==> src/rtl/simon_core_n.sv <==
// simon_core_n -- parametrised Simon game controller.
// Plays back a growing random colour sequence, checks the player's answers,
// and reports WIN/LOSE together with the current score and a high score.
// Optional build macro SIMON_ECHO_EN: each correct press is echoed on the
// lamps for SHOW_TICKS cycles before the game moves on.
module simon_core_n #(
    parameter int NUM_COLORS    = 4,
    parameter int MAX_LEN       = 32,
    parameter int SHOW_TICKS    = 4000,
    parameter int GAP_TICKS     = 2000,
    parameter int TIMEOUT_TICKS = 50000,
    localparam int COLOR_W = ($clog2(NUM_COLORS) > 1) ? $clog2(NUM_COLORS) : 1,
    localparam int LEN_W   = $clog2(MAX_LEN + 1)
) (
    input  logic               CLK,
    input  logic               RST,
    input  logic               START_GAME,
    input  logic [COLOR_W-1:0] IN,
    input  logic               IN_VALID,
    input  logic [COLOR_W-1:0] RAND,
    output logic [COLOR_W-1:0] OUT,
    output logic               OUT_ENA,
    output logic               LOSE,
    output logic               WIN,
    output logic               HS,
    output logic [LEN_W-1:0]   SCORE,
    output logic [LEN_W-1:0]   HISCORE
);

    // Memory address width: enough for indices 0..MAX_LEN-1.
    localparam int ADDR_W  = (MAX_LEN > 1) ? $clog2(MAX_LEN) : 1;
    localparam int MEM_D   = 2 ** ADDR_W;
    // One timer serves gap, show and input-timeout intervals.
    localparam int MAX_SG  = (SHOW_TICKS > GAP_TICKS) ? SHOW_TICKS : GAP_TICKS;
    localparam int MAX_T   = (MAX_SG > TIMEOUT_TICKS) ? MAX_SG : TIMEOUT_TICKS;
    localparam int TIMER_W = $clog2(MAX_T + 1);

    localparam logic [COLOR_W:0]   NC_EXT    = (COLOR_W + 1)'(NUM_COLORS);
    localparam logic [TIMER_W-1:0] GAP_LAST  = TIMER_W'(GAP_TICKS - 1);
    localparam logic [TIMER_W-1:0] SHOW_LAST = TIMER_W'(SHOW_TICKS - 1);
    localparam logic [TIMER_W-1:0] TMO_LAST  = TIMER_W'(TIMEOUT_TICKS - 1);
    localparam logic [LEN_W-1:0]   LEN_MAX   = LEN_W'(MAX_LEN);

    typedef enum logic [2:0] {
        S_IDLE    = 3'd0,
        S_ADD     = 3'd1,
        S_GAP     = 3'd2,
        S_SHOW    = 3'd3,
        S_WAIT_IN = 3'd4,
`ifdef SIMON_ECHO_EN
        S_ECHO    = 3'd5,
`endif
        S_LOSE    = 3'd6,
        S_WIN     = 3'd7
    } state_t;

    state_t             state_q, state_d, ok_next;
    logic               start_q;
    logic [LEN_W-1:0]   len_q, len_d;
    logic [LEN_W-1:0]   idx_q, idx_d;
    logic [TIMER_W-1:0] timer_q, timer_d;
    logic [LEN_W-1:0]   score_q, score_d;
    logic [LEN_W-1:0]   hiscore_q, hiscore_d;
    logic               hs_q, hs_d;

    logic [COLOR_W-1:0] mem_q [MEM_D];
    logic               mem_we;
    logic [COLOR_W-1:0] mem_wdata;
    logic [COLOR_W-1:0] mem_rd;

    logic               start_edge;
    logic               last_idx;
    logic               in_ok;
    logic [COLOR_W-1:0] rand_fold;

`ifdef SIMON_ECHO_EN
    logic [COLOR_W-1:0] echo_col_q, echo_col_d;
    state_t             echo_ret_q, echo_ret_d;
    logic [TIMER_W-1:0] echo_cnt_q, echo_cnt_d;
`endif

    assign start_edge = START_GAME & ~start_q;
    assign mem_rd     = mem_q[idx_q[ADDR_W-1:0]];
    assign last_idx   = (idx_q == (len_q - LEN_W'(1)));
    // Out-of-range colours never match a stored entry.
    assign in_ok      = ({1'b0, IN} < NC_EXT) && (IN == mem_rd);
    // Out-of-range random values are folded back into the colour range.
    assign rand_fold  = ({1'b0, RAND} >= NC_EXT) ? (RAND - COLOR_W'(NUM_COLORS)) : RAND;

    // Next-state and datapath updates; a start edge overrides everything else.
    always_comb begin
        state_d   = state_q;
        ok_next   = S_WAIT_IN;
        len_d     = len_q;
        idx_d     = idx_q;
        timer_d   = timer_q;
        score_d   = score_q;
        hiscore_d = hiscore_q;
        hs_d      = hs_q;
        mem_we    = 1'b0;
        mem_wdata = rand_fold;
`ifdef SIMON_ECHO_EN
        echo_col_d = echo_col_q;
        echo_ret_d = echo_ret_q;
        echo_cnt_d = echo_cnt_q;
`endif
        if (start_edge) begin
            state_d = S_ADD;
            len_d   = '0;
            idx_d   = '0;
            timer_d = '0;
            score_d = '0;
            hs_d    = 1'b0;
        end else begin
            case (state_q)
                S_IDLE: ;
                S_ADD: begin
                    mem_we  = 1'b1;
                    len_d   = len_q + LEN_W'(1);
                    idx_d   = '0;
                    timer_d = '0;
                    state_d = S_GAP;
                end
                S_GAP: begin
                    if (timer_q == GAP_LAST) begin
                        timer_d = '0;
                        state_d = S_SHOW;
                    end else begin
                        timer_d = timer_q + TIMER_W'(1);
                    end
                end
                S_SHOW: begin
                    if (timer_q == SHOW_LAST) begin
                        timer_d = '0;
                        if (last_idx) begin
                            idx_d   = '0;
                            state_d = S_WAIT_IN;
                        end else begin
                            idx_d   = idx_q + LEN_W'(1);
                            state_d = S_GAP;
                        end
                    end else begin
                        timer_d = timer_q + TIMER_W'(1);
                    end
                end
                S_WAIT_IN: begin
                    timer_d = timer_q + TIMER_W'(1);
                    if (IN_VALID) begin
                        timer_d = '0;
                        if (!in_ok) begin
                            state_d = S_LOSE;
                        end else begin
                            if (last_idx) begin
                                score_d = len_q;
                                ok_next = (len_q == LEN_MAX) ? S_WIN : S_ADD;
                            end else begin
                                idx_d   = idx_q + LEN_W'(1);
                                ok_next = S_WAIT_IN;
                            end
`ifdef SIMON_ECHO_EN
                            echo_col_d = IN;
                            echo_ret_d = ok_next;
                            echo_cnt_d = '0;
                            state_d    = S_ECHO;
`else
                            state_d    = ok_next;
`endif
                        end
                    end else if ((TIMEOUT_TICKS != 0) && (timer_q == TMO_LAST)) begin
                        state_d = S_LOSE;
                    end
                end
`ifdef SIMON_ECHO_EN
                S_ECHO: begin
                    timer_d = '0;
                    if (echo_cnt_q == SHOW_LAST) begin
                        state_d = echo_ret_q;
                    end else begin
                        echo_cnt_d = echo_cnt_q + TIMER_W'(1);
                    end
                end
`endif
                S_LOSE, S_WIN: ;
                default: state_d = S_IDLE;
            endcase
            // Entry into an end state: record a new high score once.
            if ((state_d == S_LOSE || state_d == S_WIN) &&
                (state_q != S_LOSE && state_q != S_WIN) &&
                (score_d > hiscore_q)) begin
                hiscore_d = score_d;
                hs_d      = 1'b1;
            end
        end
    end

    // Lamp and status outputs decoded from the registered state.
    always_comb begin
        OUT_ENA = 1'b0;
        OUT     = '0;
        if (state_q == S_SHOW) begin
            OUT_ENA = 1'b1;
            OUT     = mem_rd;
        end
`ifdef SIMON_ECHO_EN
        if (state_q == S_ECHO) begin
            OUT_ENA = 1'b1;
            OUT     = echo_col_q;
        end
`endif
        LOSE    = (state_q == S_LOSE);
        WIN     = (state_q == S_WIN);
        HS      = hs_q;
        SCORE   = score_q;
        HISCORE = hiscore_q;
    end

    // Control registers with asynchronous reset.
    always_ff @(posedge CLK or posedge RST) begin
        if (RST) begin
            state_q   <= S_IDLE;
            start_q   <= 1'b0;
            len_q     <= '0;
            idx_q     <= '0;
            timer_q   <= '0;
            score_q   <= '0;
            hiscore_q <= '0;
            hs_q      <= 1'b0;
        end else begin
            state_q   <= state_d;
            start_q   <= START_GAME;
            len_q     <= len_d;
            idx_q     <= idx_d;
            timer_q   <= timer_d;
            score_q   <= score_d;
            hiscore_q <= hiscore_d;
            hs_q      <= hs_d;
        end
    end

`ifdef SIMON_ECHO_EN
    // Echo colour, pending transition and echo duration counter.
    always_ff @(posedge CLK or posedge RST) begin
        if (RST) begin
            echo_col_q <= '0;
            echo_ret_q <= S_IDLE;
            echo_cnt_q <= '0;
        end else begin
            echo_col_q <= echo_col_d;
            echo_ret_q <= echo_ret_d;
            echo_cnt_q <= echo_cnt_d;
        end
    end
`endif

    // Sequence memory; contents survive reset.
    always_ff @(posedge CLK) begin
        if (mem_we) begin
            mem_q[len_q[ADDR_W-1:0]] <= mem_wdata;
        end
    end

endmodule

==> config.mk <==
export PLATFORM = sky130hd
export DESIGN_NAME = simon_core_n
export DESIGN_NICKNAME = d
export VERILOG_FILES = /design/src/rtl/simon_core_n.sv
export SDC_FILE = /design/constraint.sdc
export NUM_CORES = 1
export LEC_CHECK = 0
export BUFFER_PORTS_ARGS = -buffer_cell sky130_fd_sc_hd__buf_2
export CAP_MARGIN = 20
export CORE_MARGIN = 8
export CORE_UTILIZATION = 41
export CTS_BUF_LIST = sky130_fd_sc_hd__clkbuf_4 sky130_fd_sc_hd__clkbuf_8
export DETAILED_ROUTE_END_ITERATION = 10
export GPL_ROUTABILITY_DRIVEN = 0
export PLACE_DENSITY = 0.68
export SLEW_MARGIN = 20
export SYNTH_ARGS = -nofsm -noshare
export SYNTH_HDL_FRONTEND = slang
export SYNTH_SLANG_ARGS = --single-unit
==> constraint.sdc <==
create_clock -name CLK -period 4 [get_ports CLK]
set_clock_uncertainty 0.1 [all_clocks]
set_input_delay 0.8 -clock CLK [delete_from_list [all_inputs] [get_ports CLK]]
set_output_delay 0.8 -clock CLK [all_outputs]
set_load 0.02 [all_outputs]
# Word-level counts from Yosys, hierarchy flattened
# Memories as Yosys holds them, arrays and structs flattened.
# Index checks and enable logic that the tools add are counted.
[word_totals]
out_inout_bits = 18
regBits = 45
input_bits = 8
ramBits = 64
word_cells = 88
memories = 1
[classes]
n_eq_ne = 20
n_addsub = 4
n_bitwise = 3
magnitude_cmp = 1
reduce_logical = 12
muxes = 39
[mem_list]
columns = ["name", "words", "word_bits", "rd", "rd_ports_with_merged_regs", "write_ports", "line", "source"]
rows = [
  ["mem_q", 32, 2, 1, 0, 1, "66", "logic [COLOR_W-1:0] mem_q [MEM_D];"],
]
[ops]
columns = ["operator", "n"]
rows = [
  ["two-way mux 6 bit", 14],
  ["two-way mux 16 bit", 4],
  ["one-hot mux 16 bit (4 select lines)", 1],
  ["two-way mux 3 bit", 10],
  ["inequality test 3 bit (second input constant)", 6],
  ["one-hot mux 6 bit (3 select lines)", 1],
  ["adder 16 x 1 -> 16 bit (second input constant)", 1],
  ["equality test 16 x 11 -> 1 bit (second input constant)", 1],
  ["equality test 16 x 12 -> 1 bit (second input constant)", 1],
  ["equality test 16 bit (second input constant)", 1],
  ["equality test 3 bit (second input constant)", 5],
  ["one-hot mux 3 bit (5 select lines)", 1],
  ["adder 6 x 1 -> 6 bit (second input constant)", 2],
  ["two-way mux 1 bit", 7],
  ["equality test 3 x 2 -> 1 bit (second input constant)", 2],
  ["equality test 6 bit", 1],
  ["equality test 6 bit (second input constant)", 1],
  ["greater-than comparator 6 bit", 1],
  ["subtractor 6 x 1 -> 6 bit (second input constant)", 1],
  ["AND reduction 5 bit", 1],
  ["nonzero test 5 bit", 1],
  ["nonzero test 2 bit", 2],
  ["nonzero test 4 bit", 1],
  ["equality test 3 x 1 -> 1 bit (second input constant)", 1],
  ["9 further kinds", 12],
]

# Depth between registers and ports, before layout
# Gate-level depths: netlist of the first run.
[logic_depth]
ltp_word = 13
depth_mapped = 22
ltp_nobuf = 18

# Worst setup path after synthesis of the first run
# No wires, ideal clock.
[synth_path]
path_kind = "register to register"
startpoint = "reg len_q[0]"
endpoint = "reg hiscore_q[1], in the netlist HISCORE[1]"
synth_period_minus_slack_ns = 4.317
path_stages_with_launch = 21
n_path_buf = 2
setup_slack_ns = -0.317
setup_time_ns = 0.125
required_time_ns = 3.775
arrival_ns = 4.092
path_cell_list = "dfrtp_1 clkbuf_1 inv_1 ha_1 xor2_1 nor2_1 a21oi_1 a2111oi_4 and3_1 buf_2 mux2_2 ha_1 nor2b_1 o21a_1 o21ai_0 nand2b_1 a21oi_1 nor2b_1 o221ai_1 a211oi_4 mux2_4"
[synth_via]
elab_chain_cells = 12
word_cells_on_any_way = 23
classes_between = "add/sub (1); order compare (1); eq/ne (4); mux (13); reduce/logical (4)"
[synth_rtl]
columns = ["item", "line", "source"]
rows = [
  ["start: declaration", "59", "logic [LEN_W-1:0] len_q, len_d;"],
  ["start signal: assignment", "231", "len_q <= len_d;"],
  ["branches (longest 12 deep; another with subtractor 6 x 1 -> 6 bit)", "-", ""],
  ["end signal: assignment", "235", "hiscore_q <= hiscore_d;"],
  ["end: declaration", "63", "logic [LEN_W-1:0] hiscore_q, hiscore_d;"],
]
# Several ways; the timed one is not identified. The select of a mux whose other input is x is not followed.
# A chain may end at the register's enable or synchronous reset.

# Worst setup path in the final report of the first run
[layout_path]
startpoint = "reg idx_q[0]"
endpoint = "reg hiscore_q[3], in the netlist HISCORE[3]"
[layout_via]
elab_chain_cells = 11
word_cells_on_any_way = 22
classes_between = "order compare (1); eq/ne (4); mux (12); reduce/logical (4); memory (1)"
[layout_rtl]
columns = ["item", "line", "source"]
rows = [
  ["start: declaration", "60", "logic [LEN_W-1:0] idx_q, idx_d;"],
  ["start signal: assignment", "232", "idx_q <= idx_d;"],
  ["branches (longest 11 deep; another with greater-than comparator 6 bit)", "-", ""],
]
# Several ways; the timed one is not identified. The select of a mux whose other input is x is not followed.

==> impl_metrics.json, run 1 <==
{
  "outcome": "finished, violations left",
  "failed_checks": "setup timing",
  "fp.dieArea_sq_um": 17600,
  "timing.critical_path.fanout_max": 8,
  "worst-path-buf-inv": 2,
  "clkPwrFrac_pct": 26.2,
  "cts_hold_repair.buffers": 0,
  "grt_first_pass_wirelength_mm": 21.1,
  "cell_internal_pwr_mw": 1.82,
  "tightestPinTransition_ns": 0.737,
  "postSynthRegisterBits": 109,
  "fin_worst_hold_slack_ns": 0.383,
  "groute.usage.overall_pct": 14.9,
  "clkLatencyLatePin_ns": 0.39,
  "initial_antenna_violation_count": 0,
  "power-per-cell-area_nw_per_um2": 392,
  "port-buffer-count": 25,
  "syn_avg_cell_area_sq_um": 11.2,
  "die_w_um": 133,
  "detailedPlacementHpwl_mm": 9.04,
  "seqPwrFrac_pct": 48.8,
  "synth-edff-count": 64,
  "p_leak_nw": 2.59,
  "detailedRoute.firstPassIterationCount": 5,
  "rsz_0062_raised_after_global_routing": "true",
  "cap_violations": 0,
  "effective_utilization_at_floorplan_pct": 42.1,
  "critical_path_class": "flop to flop",
  "p_switching_mw": 0.766,
  "route.detailed.drc": 0,
  "cts.clk_slew.worst_paths_ns": 0.11,
  "synthesis.instances": 496,
  "synth_ff_type": "sky130_fd_sc_hd__edfxtp_1",
  "timing.final.ws_setup_ns": -0.340,
  "synthToLayoutAreaGrowth_pct": 18.5,
  "via_per_inst": 5.26,
  "chipHeight_um": 133,
  "via_count": 3915,
  "detail_route.iter0.violations": 301,
  "final_period_minus_worst_setup_slack_ns": 4.34,
  "globalRoute.totalOverflow": 0,
  "clockBufferDepth": 2,
  "syn-num-nets": 516,
  "max_freq_ghz": 0.230,
  "io_pins": 26,
  "critPathArrivalTime_ns": 4.52,
  "largest_net_degree_at_the_start_of_global_routing": 33,
  "antenna-diode-count": 0,
  "nNetsFinal": 583,
  "timing.final.crit_share_pct": 109,
  "cts-htree-levels": 3,
  "tritoncts_clock_tree": "yes",
  "critical-path-slowest-cell": "sky130_fd_sc_hd__dfrtp_2",
  "clock-sinks": 109,
  "final-instance-count-excl-fill": 744,
  "pwr-share-comb_pct": 25.1,
  "cell_count_after_placement": 717,
  "finalMaxSlewViolations": 0,
  "first_global_vias": 4228,
  "critical_path.startpoint_type": "flop",
  "finalWirelength_mm": 12.9,
  "worst_hold_path_type": "input port to asynchronous set/reset pin",
  "critical_path.cell_chain": "buf_12 -> mux2i_4 -> a22oi_2 -> nand4b_1 -> o31ai_4 -> nor4_4 -> o22a_1 -> and3_4 -> mux2_4 -> ha_4 -> nor2b_4 -> o21a_1 -> o21ai_2 -> nand2b_1 -> a21oi_2 -> nor2b_1 -> o221ai_2 -> a211oi_4 -> buf_12 -> mux2_4",
  "route.antenna.remaining_nets": 0,
  "worst_path_largest_cell_delay_ns": 0.48,
  "layout.cells.most_common_list": "sky130_fd_sc_hd__nor2_1 (69), sky130_fd_sc_hd__edfxtp_1 (64), sky130_fd_sc_hd__buf_4 (49)",
  "detail_route.wl_per_cell_um": 17.3,
  "setup_viol": 7,
  "critical_path.endpoint_type": "flop",
  "mostFrequentLayoutCell": "sky130_fd_sc_hd__nor2_1",
  "finished_cell_area_sq_um": 6600,
  "synthArstFlopShare_pct": 41.3,
  "synth-warning-count": 0,
  "worst_endpoint_required_time_ns": 4.17,
  "area_post_placement_sq_um": 6170,
  "place_worst_setup_slack_ns": -0.368,
  "floorplan.core_area_sq_um": 13200,
  "max-vdd-ir-drop_uv": 266,
  "totalNegativeSetupSlack_ns": -2.15,
  "floorplan.rows": 42,
  "fraction_of_final_layout_cells_sized_beyond_drive_strength_1_pct": 24.6,
  "cts.root.buffer_cell": "sky130_fd_sc_hd__clkbuf_8",
  "yosysSeqAreaShare_pct": 54.7,
  "report.final.hold_viol_count": 0,
  "power_switching_share_pct": 29.6,
  "synth.distinct_cells": 57,
  "syn_std_cell_area_sq_um": 5570,
  "slew_headroom_pct": 50.5,
  "cts_inserted_buffers": 9,
  "worst_path_dominant_cell_family": "compound AO/OA/AOI/OAI gates"
}
cell families after synthesis:
kind of cell	synth area share, %
compound gates	9.83
xor+xnor	3.46
fa+ha+maj	2.69
buf+inv	4.20
flops	54.7
mux	8.46
simple gates	16.7
layout make-up:
| type | count | area [sq um] |
|---|---|---|
| Tap cell | 176 | 220 |
| Sequential cell | 109 | 3050 |
| Clock buffer | 12 | 146 |
| Clock inverter | 4 | 47.5 |
| Fill cell | 1215 | 6640 |
| Timing Repair Buffer | 82 | 632 |
| Multi-Input combinational cell | 344 | 2440 |
| Inverter | 17 | 63.8 |
flip-flops by register name (all words and copies together) (netlist names):
signal	cells
SCORE	6
start_q	1
HISCORE	6
mem_q	64
len_q	6
HS	1
state_q	3
idx_q	6
timer_q	16
synth_stat cells (7+ instances only):
library cell	n	area (sq um)
sky130_fd_sc_hd__nor2_1	70	263
sky130_fd_sc_hd__edfxtp_1	64	1920
sky130_fd_sc_hd__dfrtp_1	45	1130
sky130_fd_sc_hd__nand2_1	44	165
sky130_fd_sc_hd__mux2i_1	34	340
sky130_fd_sc_hd__inv_1	17	63.8
sky130_fd_sc_hd__o21ai_1	15	75.1
sky130_fd_sc_hd__clkbuf_1	13	48.8
sky130_fd_sc_hd__xor2_1	13	114
sky130_fd_sc_hd__a22oi_1	12	90.1
sky130_fd_sc_hd__ha_1	12	150
sky130_fd_sc_hd__nor2b_1	11	68.8
sky130_fd_sc_hd__o21ai_0	10	50.1
sky130_fd_sc_hd__and2_1	9	56.3
sky130_fd_sc_hd__nand4_1	9	56.3
sky130_fd_sc_hd__xnor2_1	9	78.8
sky130_fd_sc_hd__a21oi_1	8	40.0
sky130_fd_sc_hd__nand3_1	8	40.0
sky130_fd_sc_hd__o31ai_1	7	52.6
worst paths after layout:
| kind | startpoint | end | slack (ns) | cells past startpoint |
|---|---|---|---|---|
| setup / recovery | idx_q[0] | HISCORE[3] | -0.34 | 20 |
| hold / removal | RST | HS | 0.38 | 2 |
| setup reg to reg | idx_q[0] | HISCORE[3] | -0.34 | 20 |
| hold reg to reg | HS | HS | 0.40 | 1 |
| max in group asynchronous | RST | idx_q[1] | 2.73 | 3 |
| min in group CLK | HS | HS | 0.40 | 1 |
per-layer routing:
metal  vias to the layer above  global-route usage (%)  routed length [um]
met5                         -                       0                   0
met4                         0                    5.80                 228
met3                        15                    3.14                 482
met2                        79                    26.1                6620
met1                      1920                    17.5                5550
li1                       1901                       -                   -
through the flow:
stage / utilization, % / power, mW
after global placement: 46.6 / 1.84
after floorplan: - / 1.71
after detailed placement: 46.6 / 1.86
after global routing: 49.9 / 2.71
final: 49.9 / 2.59
after CTS: 48.9 / 2.56
power groups by stage:
stage	Combinational [mW]	Sequential [mW]	Clock [mW]
3_5_place_dp	0.578	1.28	0
3_3_place_gp	0.559	1.28	0
5_1_grt	0.711	1.27	0.735
4_1_cts	0.609	1.26	0.690
6_report	0.648	1.26	0.677
2_1_floorplan	0.427	1.28	0
repair_timing:
| item | 4_1_cts | 5_1_grt |
|---|---|---|
| pin swaps | 9 | 12 |
| cloned | 0 | 1 |
| gates resized for setup | 11 | 12 |
| setup buffers | 6 | 4 |
| setup endpoints to repair | 7 | 7 |
Note: power is estimated with default switching activity, not from simulation.
==> run 2: changes to the inputs <==
--- a/config.mk
+++ b/config.mk
@@ -7,12 +7,14 @@
 export LEC_CHECK = 0
 export BUFFER_PORTS_ARGS = -buffer_cell sky130_fd_sc_hd__buf_2
 export CAP_MARGIN = 20
+export CELL_PAD_IN_SITES_DETAIL_PLACEMENT = 1
+export CELL_PAD_IN_SITES_GLOBAL_PLACEMENT = 2
 export CORE_MARGIN = 8
-export CORE_UTILIZATION = 41
+export CORE_UTILIZATION = 39
 export CTS_BUF_LIST = sky130_fd_sc_hd__clkbuf_4 sky130_fd_sc_hd__clkbuf_8
 export DETAILED_ROUTE_END_ITERATION = 10
 export GPL_ROUTABILITY_DRIVEN = 0
-export PLACE_DENSITY = 0.68
+export PLACE_DENSITY = 0.87
 export SLEW_MARGIN = 20
 export SYNTH_ARGS = -nofsm -noshare
 export SYNTH_HDL_FRONTEND = slang
==> run 2 against run 1 <==
Compared with the run above: the run still ends with setup timing left; design area down 1.9%; setup slack better by 0.11 ns; combinational power decreased by 4.9%; clock power increased by 3.8%; die area is 4.5% higher; core utilization down 3.4 points; register-to-register slack improved by 0.11 ns; total power is 0.27% lower; non-clock buffer count is 10 lower.
==> impl_metrics.json, run 2 (synthesis gave the netlist of run 1 again) <==
{
  "outcome": "finished, violations left",
  "failed_checks": "setup timing",
  "antenna-diode-count": 0,
  "cell_count_after_placement": 717,
  "cts-htree-levels": 3,
  "critical_path.endpoint_type": "flop",
  "cts_hold_repair.buffers": 0,
  "detailedPlacementHpwl_mm": 9.93,
  "timing.final.ws_setup_ns": -0.230,
  "seqPwrFrac_pct": 48.9,
  "die_w_um": 136,
  "floorplan.core_area_sq_um": 13900,
  "worst_hold_path_type": "flop to flop",
  "chipHeight_um": 136,
  "largest_register_ffs": 64,
  "cts.clk_slew.worst_paths_ns": 0.11,
  "initial_antenna_violation_count": 0,
  "clkLatencyLatePin_ns": 0.39,
  "nNetsFinal": 573,
  "final-instance-count-excl-fill": 738,
  "max_freq_ghz": 0.236,
  "via_count": 3837,
  "slew_headroom_pct": 45.4,
  "totalNegativeSetupSlack_ns": -1.47,
  "setup_viol": 7,
  "layout.core_utilization_pct": 46.5,
  "cts.root.buffer_cell": "sky130_fd_sc_hd__clkbuf_8",
  "groute.usage.overall_pct": 15.7,
  "fp.dieArea_sq_um": 18400,
  "detailedRoute.firstPassIterationCount": 4,
  "rsz_0062_raised_after_global_routing": "true",
  "finalMaxSlewViolations": 0,
  "io_pins": 26,
  "clockBufferDepth": 2,
  "largest_net_degree_at_the_start_of_global_routing": 46,
  "fill_cells": 1510,
  "grt_first_pass_wirelength_mm": 22.4,
  "report.power.total_mw": 2.58,
  "detail_route.wl_per_cell_um": 18.5,
  "worst_endpoint_required_time_ns": 4.19,
  "cell_internal_pwr_mw": 1.78,
  "final_period_minus_worst_setup_slack_ns": 4.23,
  "fraction_of_final_layout_cells_sized_beyond_drive_strength_1_pct": 22.6,
  "max-vdd-ir-drop_uv": 204,
  "floorplan.rows": 43,
  "mostFrequentLayoutCell": "sky130_fd_sc_hd__nor2_1",
  "effective_utilization_at_floorplan_pct": 40.0,
  "critical_path.startpoint_type": "flop",
  "timing.critical_path.fanout_max": 12,
  "layout.cells.most_common_list": "sky130_fd_sc_hd__nor2_1 (69), sky130_fd_sc_hd__edfxtp_1 (64), sky130_fd_sc_hd__dfrtp_1 (44), sky130_fd_sc_hd__nand2_1 (44), sky130_fd_sc_hd__buf_4 (43)",
  "clkPwrFrac_pct": 27.3,
  "route.detailed.drc": 0,
  "pwr-share-comb_pct": 23.9,
  "globalRoute.totalOverflow": 0,
  "critPathArrivalTime_ns": 4.42,
  "cap_violations": 0,
  "multi_input_comb_area_sq_um": 2410,
  "power_switching_share_pct": 31.0,
  "power-per-cell-area_nw_per_um2": 398,
  "tritoncts_clock_tree": "yes",
  "p_leak_nw": 2.53,
  "p_switching_mw": 0.800,
  "ff2ff_setup_slack_ns": -0.23,
  "cts_inserted_buffers": 9,
  "port-buffer-count": 25,
  "timing.final.crit_share_pct": 106,
  "tightestPinTransition_ns": 0.819,
  "final-seq-area_sq_um": 3050,
  "finalWirelength_mm": 13.6,
  "critical_path_class": "flop to flop",
  "via_per_inst": 5.20,
  "synthToLayoutAreaGrowth_pct": 16.2,
  "first_global_vias": 4110,
  "route.antenna.remaining_nets": 0,
  "clock-sinks": 109,
  "report.final.hold_viol_count": 0,
  "detail_route.iter0.violations": 269
}
-- run 2: cell types whose count changed in the layout (fill, tap and decap cells not counted), sizes merged --
cell	previous run	this run
buf	81	72
clkinv	1	4
clkinvlp	1	0
clkbuf	13	9
inv	18	19
-- run 2: power by group through the flow --
stage | registers (mW) | logic (mW) | clock network [mW]
after floorplan | 1.28 | 0.427 | 0
after global placement | 1.28 | 0.572 | 0
after detailed placement | 1.28 | 0.588 | 0
after CTS | 1.26 | 0.620 | 0.726
after global routing | 1.27 | 0.682 | 0.756
final | 1.26 | 0.616 | 0.703
-- run 2: timing repair --
item                                    4_1_cts  5_1_grt
pin swaps                                    10        0
resized for setup                            14        1
buffers inserted                              4        1
endpoints found under the setup margin        7        7
-- run 2: path summary, 6_finish.rpt --
kind,start,end,cells after the start
min,HS,HS,1
min in group asynchronous,RST,len_q[1],2
max,idx_q[0],HISCORE[3],20
max reg2reg,idx_q[0],HISCORE[3],20
min reg2reg,HS,HS,1
max in group asynchronous,RST,idx_q[0],2
-- run 2: critical path, stage by stage, from the launching register on --
cell and delay (ns):
sky130_fd_sc_hd__dfrtp_2 0.49, sky130_fd_sc_hd__buf_12 0.18, sky130_fd_sc_hd__mux2i_1 0.12, sky130_fd_sc_hd__a22oi_1 0.29
sky130_fd_sc_hd__nand4b_1 0.20, sky130_fd_sc_hd__o31ai_4 0.11, sky130_fd_sc_hd__o211a_1 0.21, sky130_fd_sc_hd__o22a_1 0.19
sky130_fd_sc_hd__and3_4 0.23, sky130_fd_sc_hd__mux2_4 0.33, sky130_fd_sc_hd__ha_4 0.27, sky130_fd_sc_hd__nor2b_1 0.12
sky130_fd_sc_hd__o21a_1 0.13, sky130_fd_sc_hd__o21ai_1 0.05, sky130_fd_sc_hd__nand2b_1 0.07, sky130_fd_sc_hd__a21oi_1 0.06
sky130_fd_sc_hd__nor2b_1 0.14, sky130_fd_sc_hd__o221ai_2 0.14, sky130_fd_sc_hd__a211oi_4 0.22, sky130_fd_sc_hd__buf_12 0.16
sky130_fd_sc_hd__mux2_4 0.30
-- run 2: layer usage --
layer	share of wire [%]	wire [um]	global-route usage, %
met2	47	6460	24.4
met1	47	6440	21.4
met5	0	0	0
met3	3.7	508	2.67
met4	1.5	209	6.29
-- run 2: final cells by class --
class,count,area share (%)
tap,180,3.48
clock buffer,9,1.91
clock inverter,7,1.26
sequential,109,47.1
inverter,17,1.00
timing repair buffer,72,8.02
multi-input combinational,344,37.3
-- run 2: stage by stage --
stage | setup slack, ns | hold slack [ns] | area (sq um)
finish | -0.230 | 0.387 | 6480
global route | -0.459 | 0.411 | 6480
CTS | -0.210 | 0.395 | 6460
detailed placement | -0.392 | 0.368 | 6150
global placement | -0.276 | 0.374 | 6150
floorplan | -0.177 | 0.366 | 5630
